<file path="src/rtl/btn_conditioner.sv">
// Button conditioner: synchronises a raw button pin, debounces it, and
// produces a clean pressed level plus press, release and auto-repeat pulses.
// Every output comes straight from a flop; btn never reaches an output
// through combinational logic.
module btn_conditioner #(
   parameter bit BTN_ACTIVE_LOW  = 1'b0,
   parameter int DEBOUNCE_CYCLES = 250000,
   parameter int HOLD_CYCLES     = 12500000,
   parameter int REPEAT_CYCLES   = 2500000
) (
   input  logic       clk,
   input  logic       rst,
   input  logic       btn,
   output logic       btn_level,
   output logic       press_pulse,
   output logic       release_pulse,
   output logic       repeat_pulse,
   output logic       hold_active,
   output logic [1:0] dbg_state
);

   localparam int DB_W   = $clog2(DEBOUNCE_CYCLES + 1);
   localparam int HC_MAX = (HOLD_CYCLES > REPEAT_CYCLES) ? HOLD_CYCLES : REPEAT_CYCLES;
   localparam int HC_W   = $clog2(HC_MAX + 1);

   localparam logic [DB_W-1:0] DB_LAST   = DB_W'(DEBOUNCE_CYCLES - 1);
   localparam logic [HC_W-1:0] HOLD_LAST = HC_W'(HOLD_CYCLES - 1);
   localparam logic [HC_W-1:0] REP_LAST  = HC_W'(REPEAT_CYCLES - 1);

   typedef enum logic [1:0] {
      IDLE  = 2'd0,
      PRESS = 2'd1,
      HOLD  = 2'd2
   } state_t;

   // Handshake note: this block has no valid/ready interfaces; every output
   // is a level or a single-cycle strobe, sampled by the consumer on posedge.

   logic            sync1;
   logic            s_btn;
   logic            db_level;
   logic [DB_W-1:0] db_cnt;

   state_t          state, state_n;
   logic [HC_W-1:0] hold_cnt, hold_cnt_n;
   logic            press_n, release_n, repeat_n, hold_n;

   assign dbg_state = state;

   // Two-flop synchroniser; polarity is normalised before the first flop so
   // everything downstream sees 1 = pressed.
   always_ff @(posedge clk or posedge rst) begin
      if (rst) begin
         sync1 <= 1'b0;
         s_btn <= 1'b0;
      end else begin
         sync1 <= btn ^ BTN_ACTIVE_LOW;
         s_btn <= sync1;
      end
   end

   // Debounce: the accepted level flips only after s_btn has disagreed with it
   // for DEBOUNCE_CYCLES consecutive cycles; any agreeing cycle restarts the run.
   always_ff @(posedge clk or posedge rst) begin
      if (rst) begin
         db_level <= 1'b0;
         db_cnt   <= '0;
      end else if (s_btn == db_level) begin
         db_cnt <= '0;
      end else if (db_cnt == DB_LAST) begin
         db_level <= ~db_level;
         db_cnt   <= '0;
      end else begin
         db_cnt <= db_cnt + 1'b1;
      end
   end

   // Next-state and next-output logic; a release always takes priority over a
   // repeat that would otherwise fire in the same cycle.
   always_comb begin
      state_n    = state;
      hold_cnt_n = hold_cnt;
      press_n    = 1'b0;
      release_n  = 1'b0;
      repeat_n   = 1'b0;
      hold_n     = hold_active;
      if (!db_level && (state != IDLE)) begin
         state_n    = IDLE;
         hold_cnt_n = '0;
         release_n  = 1'b1;
         hold_n     = 1'b0;
      end else begin
         case (state)
            IDLE: begin
               if (db_level) begin
                  state_n    = PRESS;
                  hold_cnt_n = '0;
                  press_n    = 1'b1;
               end
            end
            PRESS: begin
               if (hold_cnt == HOLD_LAST) begin
                  state_n    = HOLD;
                  hold_cnt_n = '0;
                  repeat_n   = 1'b1;
                  hold_n     = 1'b1;
               end else begin
                  hold_cnt_n = hold_cnt + 1'b1;
               end
            end
            HOLD: begin
               if (hold_cnt == REP_LAST) begin
                  hold_cnt_n = '0;
                  repeat_n   = 1'b1;
               end else begin
                  hold_cnt_n = hold_cnt + 1'b1;
               end
            end
            default: begin
               state_n    = IDLE;
               hold_cnt_n = '0;
               hold_n     = 1'b0;
            end
         endcase
      end
   end

   // State register and registered outputs; btn_level follows the accepted
   // level in the same cycle as the matching press/release pulse.
   always_ff @(posedge clk or posedge rst) begin
      if (rst) begin
         state         <= IDLE;
         hold_cnt      <= '0;
         btn_level     <= 1'b0;
         press_pulse   <= 1'b0;
         release_pulse <= 1'b0;
         repeat_pulse  <= 1'b0;
         hold_active   <= 1'b0;
      end else begin
         state         <= state_n;
         hold_cnt      <= hold_cnt_n;
         btn_level     <= db_level;
         press_pulse   <= press_n;
         release_pulse <= release_n;
         repeat_pulse  <= repeat_n;
         hold_active   <= hold_n;
      end
   end

endmodule
</file>
<file path="config.mk">
export PLATFORM = sky130hd
export DESIGN_NAME = btn_conditioner
export DESIGN_NICKNAME = d
export VERILOG_FILES = /design/src/rtl/btn_conditioner.sv
export SDC_FILE = /design/constraint.sdc
export NUM_CORES = 1
export LEC_CHECK = 0
export CAP_MARGIN = 0
export CORE_MARGIN = 1.5
export CORE_UTILIZATION = 45
export CTS_BUF_LIST = sky130_fd_sc_hd__clkbuf_4 sky130_fd_sc_hd__clkbuf_8
export CTS_CLUSTER_DIAMETER = 50
export DETAILED_ROUTE_END_ITERATION = 7
export PLACE_DENSITY = 0.7
export SLEW_MARGIN = 20
export SYNTH_ARGS = -nofsm -noshare
export SYNTH_HDL_FRONTEND = slang
export SYNTH_SLANG_ARGS = --single-unit
export TNS_END_PERCENT = 100
</file>
<file path="constraint.sdc">
create_clock -name clk -period 3.6 [get_ports clk]
set_input_delay 0.72 -clock clk [delete_from_list [all_inputs] [get_ports clk]]
set_output_delay 0.72 -clock clk [all_outputs]
set_load 0.005 [all_outputs]
</file>
; Yosys cells after proc, flatten, opt, wreduce, memory -nomap -nowiden
; Cells that the tools add are included.
[word_totals]
register_bits = 52
elab_cells = 55
[op_classes]
add_sub_neg = 2
eq_ne = 10
n_mux = 22
n_bitwise = 2
reduce_logical = 8
[ops]
columns = op, count
row1 = 24-bit two-way mux, 4
row2 = 24-bit one-hot mux with 3 select lines, 1
row3 = 18-bit two-way mux, 2
row4 = 24-bit by 1-bit adder with 24-bit output (second input constant), 1
row5 = 24-bit by 22-bit equality test with 1-bit output (second input constant), 1
row6 = 24-bit equality test (second input constant), 1
row7 = 18-bit by 1-bit adder with 18-bit output (second input constant), 1
row8 = 18-bit equality test (second input constant), 1
row9 = 1-bit two-way mux, 9
row10 = 2-bit two-way mux, 3
row11 = 3-bit inequality test (second input constant), 2
row12 = 2-bit one-hot mux with 3 select lines, 1
row13 = 1-bit one-hot mux with 2 select lines, 2
row14 = 2-bit AND reduction, 2
row15 = 3-bit AND reduction, 1
row16 = 2-bit by 1-bit equality test with 1-bit output (second input constant), 1
row17 = 2-bit equality test (second input constant), 1
row18 = 2-bit logical NOT, 1
row19 = 2-bit by 1-bit inequality test with 1-bit output (second input constant), 1
row20 = 2-bit inequality test (second input constant), 1
row21 = 1-bit NOT, 2
row22 = 2-bit nonzero test, 1
row23 = 2-bit OR reduction, 1
row24 = 1-bit equality test, 1
row25 = other kinds (2), 2

; Depth between registers and ports, before layout
[logic_depth]
depth_word = 4
mapped_depth = 8
depth_no_buf = 6

; Least setup slack after synthesis
; Ideal clock, no wire load.
[synth_timing]
kind = reg-to-reg
startpoint = register hold_cnt[14]
endpoint = register hold_cnt[21]
t_arrival_ps = 2160
required_ps = 3470
slack_ps = 1309
stages_incl_launch_ff = 8
path_buffers = 2
cell_sequence = dfrtp_1 -> buf_6 -> or4_4 -> or4_4 -> o21a_4 -> buf_6 -> o211ai_1 -> nand3_1
[synth_between]
elab_chain_len = 4
[synth_rtl]
columns = item, line
row1 = start: declaration, 45  ; logic [HC_W-1:0] hold_cnt, hold_cnt_n;
row2 = start signal: assignment, 141  ; hold_cnt <= hold_cnt_n;
row3 = "24-bit by 1-bit adder with 24-bit output, or another cell as far along", "108, 116"
row4 = "24-bit two-way mux, on equally long branches", "112, 102"
row5 = 24-bit one-hot mux with 3 select lines *, 93  ; case (state)
row6 = 24-bit two-way mux *, 87  ; if (!db_level && (state != IDLE)) begin
; Mark *: on every way between the ends. The rest lies on a longest branch, timed or not.
; A chain may end at the register's enable or synchronous reset.

; Final worst setup path
[layout_timing]
startpoint = register hold_cnt[14]
endpoint = register hold_cnt[13]
[layout_between]
elab_chain_len = 4
[layout_rtl]
columns = item, line
row1 = 24-bit by 22-bit equality test with 1-bit output or 24-bit equality test (tied branches), "112, 102"
row2 = "24-bit two-way mux, on equally long branches", "112, 102"
row3 = 24-bit one-hot mux with 3 select lines *, 93
row4 = 24-bit two-way mux *, 87
; Marks and branches as above.

==> impl_metrics.ini <==
[cts]
cts_tree = built
root_buffer = clkbuf_8
cts_resized = 0
cts_setup_buffers = 0
clk_latency_ns = 0.31
cts.sinks = 52
clk_pin_slew_ns = 0.10
cts_hold_buf = 0
clk_path_buf_depth = 2
htreeDepth = 2
cts_buffers = 5

[worst_hold_path]
hold_start = sync1
holdCritPathClass = register to register

[place]
hpwlAfterDp_um = 4010
numPortBuffers = 9
gp_congestion = 0.870

[sta]
finalCriticalPeriod_ns = 2.46
tightestPinTransition_ns = 0.875
hold_violations = 0
relSlewSlack_pct = 41.7
setup_tns_ns = 0
holdWs_ns = 0.369
rsz0062_at_grt = no
drv_slew = 0
max_freq_mhz = 407
finClkSkew_ns = 0.0109
setup_viol = 0
period_share_pct = 68.2

[floorplan]
core_um2 = 6350
die_h_um = 84.0
die_area_um2 = 7060
rows = 29
initial_core_util_pct = 46.5
ioPinCount = 10
die_w_um = 84.0

[cells_and_area]
area_growth_pct = 7.20
nets = 337
nFillCells = 600
multi_input_area_um2 = 1540
n_antenna_cell = 0
drive_above_1_share_pct = 6.06
finish.utilization_pct = 49.9
ff_latch_area_um2 = 1300

[logic_synthesis]
ys_warn_count = 0
synthArstFlopShare_pct = 100
synth_cell_type_count = 44
syn_area_um2 = 2950
yosysSeqAreaShare_pct = 44.1
synth_nets = 337
ys_seq_elements = 52
yosys_most_used_dff = dfrtp_1
synth_edf_count = 0
syn_inst = 329
synth_area_per_cell_um2 = 8.98

[power]
powerDensity_nw_per_um2 = 303
leakage_nw = 1.34
peakVddDrop_v = 0.000222
power_mw = 0.958

[critical_path]
rr_endpoint = hold_cnt[13]
criticalPathCategory = register to register
endpoint = hold_cnt[13]
worstSetupEndpointType = register
critPathLaunchType = register
crit_start = hold_cnt[14]
timing.rr.start = hold_cnt[14]
r2r_setup_slack_ns = 1.14
required_ns = 3.79
reg2reg_depth = 5
cp_max_fo = 25
cp_data_arrival_time_ns = 2.65

[routing]
drt_wl_total_um = 5990
first_iter_violations = 141
drc = 0
vias = 2386
drt-vias-per-instance = 5.86
postRouteAntennaNets = 0
first_pass_iters = 4
routedWlPerCell_um = 14.7

[global_routing]
grt_pass1_vias = 2243
gr-total-overflow = 0
grt.total_usage_pct = 18.4
antenna_found_initial = 0
grt_pass1_wl_um = 10700
grt_start_max_net_pins = 28

[run_status]
outcome = completed

[job]
max-cap-violations = 0
layer usage:
layer	track usage [%]	part of all wire, %
met2	30.6	46
met4	4.47	0.75
met3	3.76	3.8
met5	0	0
met1	24.7	49
sequential cells by signal, indices dropped and copies added, names as in the netlist:
name / cells
hold_cnt: 24
db_cnt: 18
dbg_state: 2
btn_level: 1
db_level: 1
hold_active: 1
press_pulse: 1
release_pulse: 1
repeat_pulse: 1
s_btn: 1
sync1: 1
worst min-delay path by stage:
stage | to | slack (ns) | cells past startpoint
after floorplan | s_btn | 0.33 | 0
after global placement | s_btn | 0.34 | 0
after global routing | s_btn | 0.39 | 0
final | s_btn | 0.37 | 0
after CTS | s_btn | 0.38 | 0
after detailed placement | s_btn | 0.35 | 0
final cells by class:
class	count	share of cell area, %
multi-input combinational	250	48.6
sequential	52	41.1
timing repair buffer	11	3.32
tap	77	3.04
clock buffer	6	2.41
inverter	9	1.07
clock inverter	2	0.435
Yosys cell counts, types with 7 or more instances:
library cell / n / area (um2)
and2_1: 7 / 43.8
and4_1: 7 / 61.3
clkbuf_1: 13 / 48.8
dfrtp_1: 52 / 1300
inv_1: 9 / 33.8
nand2_1: 60 / 225
nand3_1: 16 / 80.1
nor2_1: 30 / 113
nor3_1: 10 / 50.1
nor4_1: 11 / 68.8
o221ai_1: 18 / 158
xnor2_1: 12 / 105
cell usage in the layout, fill, tap and decap left out, drive strengths merged, types with 2 or more instances in the layout:
cell	n
o221ai	18
clkbuf	6
nor2	30
and2	8
o31a	6
nor2b	3
nand3	16
a22o	2
nand4	6
nand2	60
buf	2
and3	6
o21a	7
a21oi	2
o2111ai	2
o21ai	7
dfrtp	52
xor2	5
nor3	10
xnor2	12
or2	3
clkdlybuf4s50	9
inv	10
nor4b	3
and4	7
or4	4
ha	5
nor4	12
o211ai	6
report_power, final:
group / internal, mW / switching (mW) / total, mW
Clock: 0.147 / 0.199 / 0.345
Combinational: 0.00551 / 0.0167 / 0.0222
Sequential: 0.587 / 0.00317 / 0.591
worst max-delay path, cell delays in order (launching register included):
cell and delay (ns):
dfrtp_1 0.46, or4_4 0.57, or4_4 0.56, o21a_4 0.33, o21ai_1 0.27, o211ai_1 0.14
through the flow:
stage / setup slack (ns) / instances / instance area [um2]
detailed placement: 1.13 / 399 / 3070
global placement: 1.18 / 399 / 3070
global route: 1.04 / 407 / 3170
CTS: 1.09 / 407 / 3160
finish: 1.14 / 407 / 3170
floorplan: 1.31 / 329 / 2950
cells by family after synthesis:
kind of cell	synth area share, %
AND/OR/NAND/NOR	29.4
adder cells (fa/ha/maj)	2.12
buffers and inverters	4.19
XOR/XNOR	5.04
flip-flops	44.1
multiplexers	0.381
AO/OA/AOI/OAI	14.8
(Power assumes the default switching activity.)
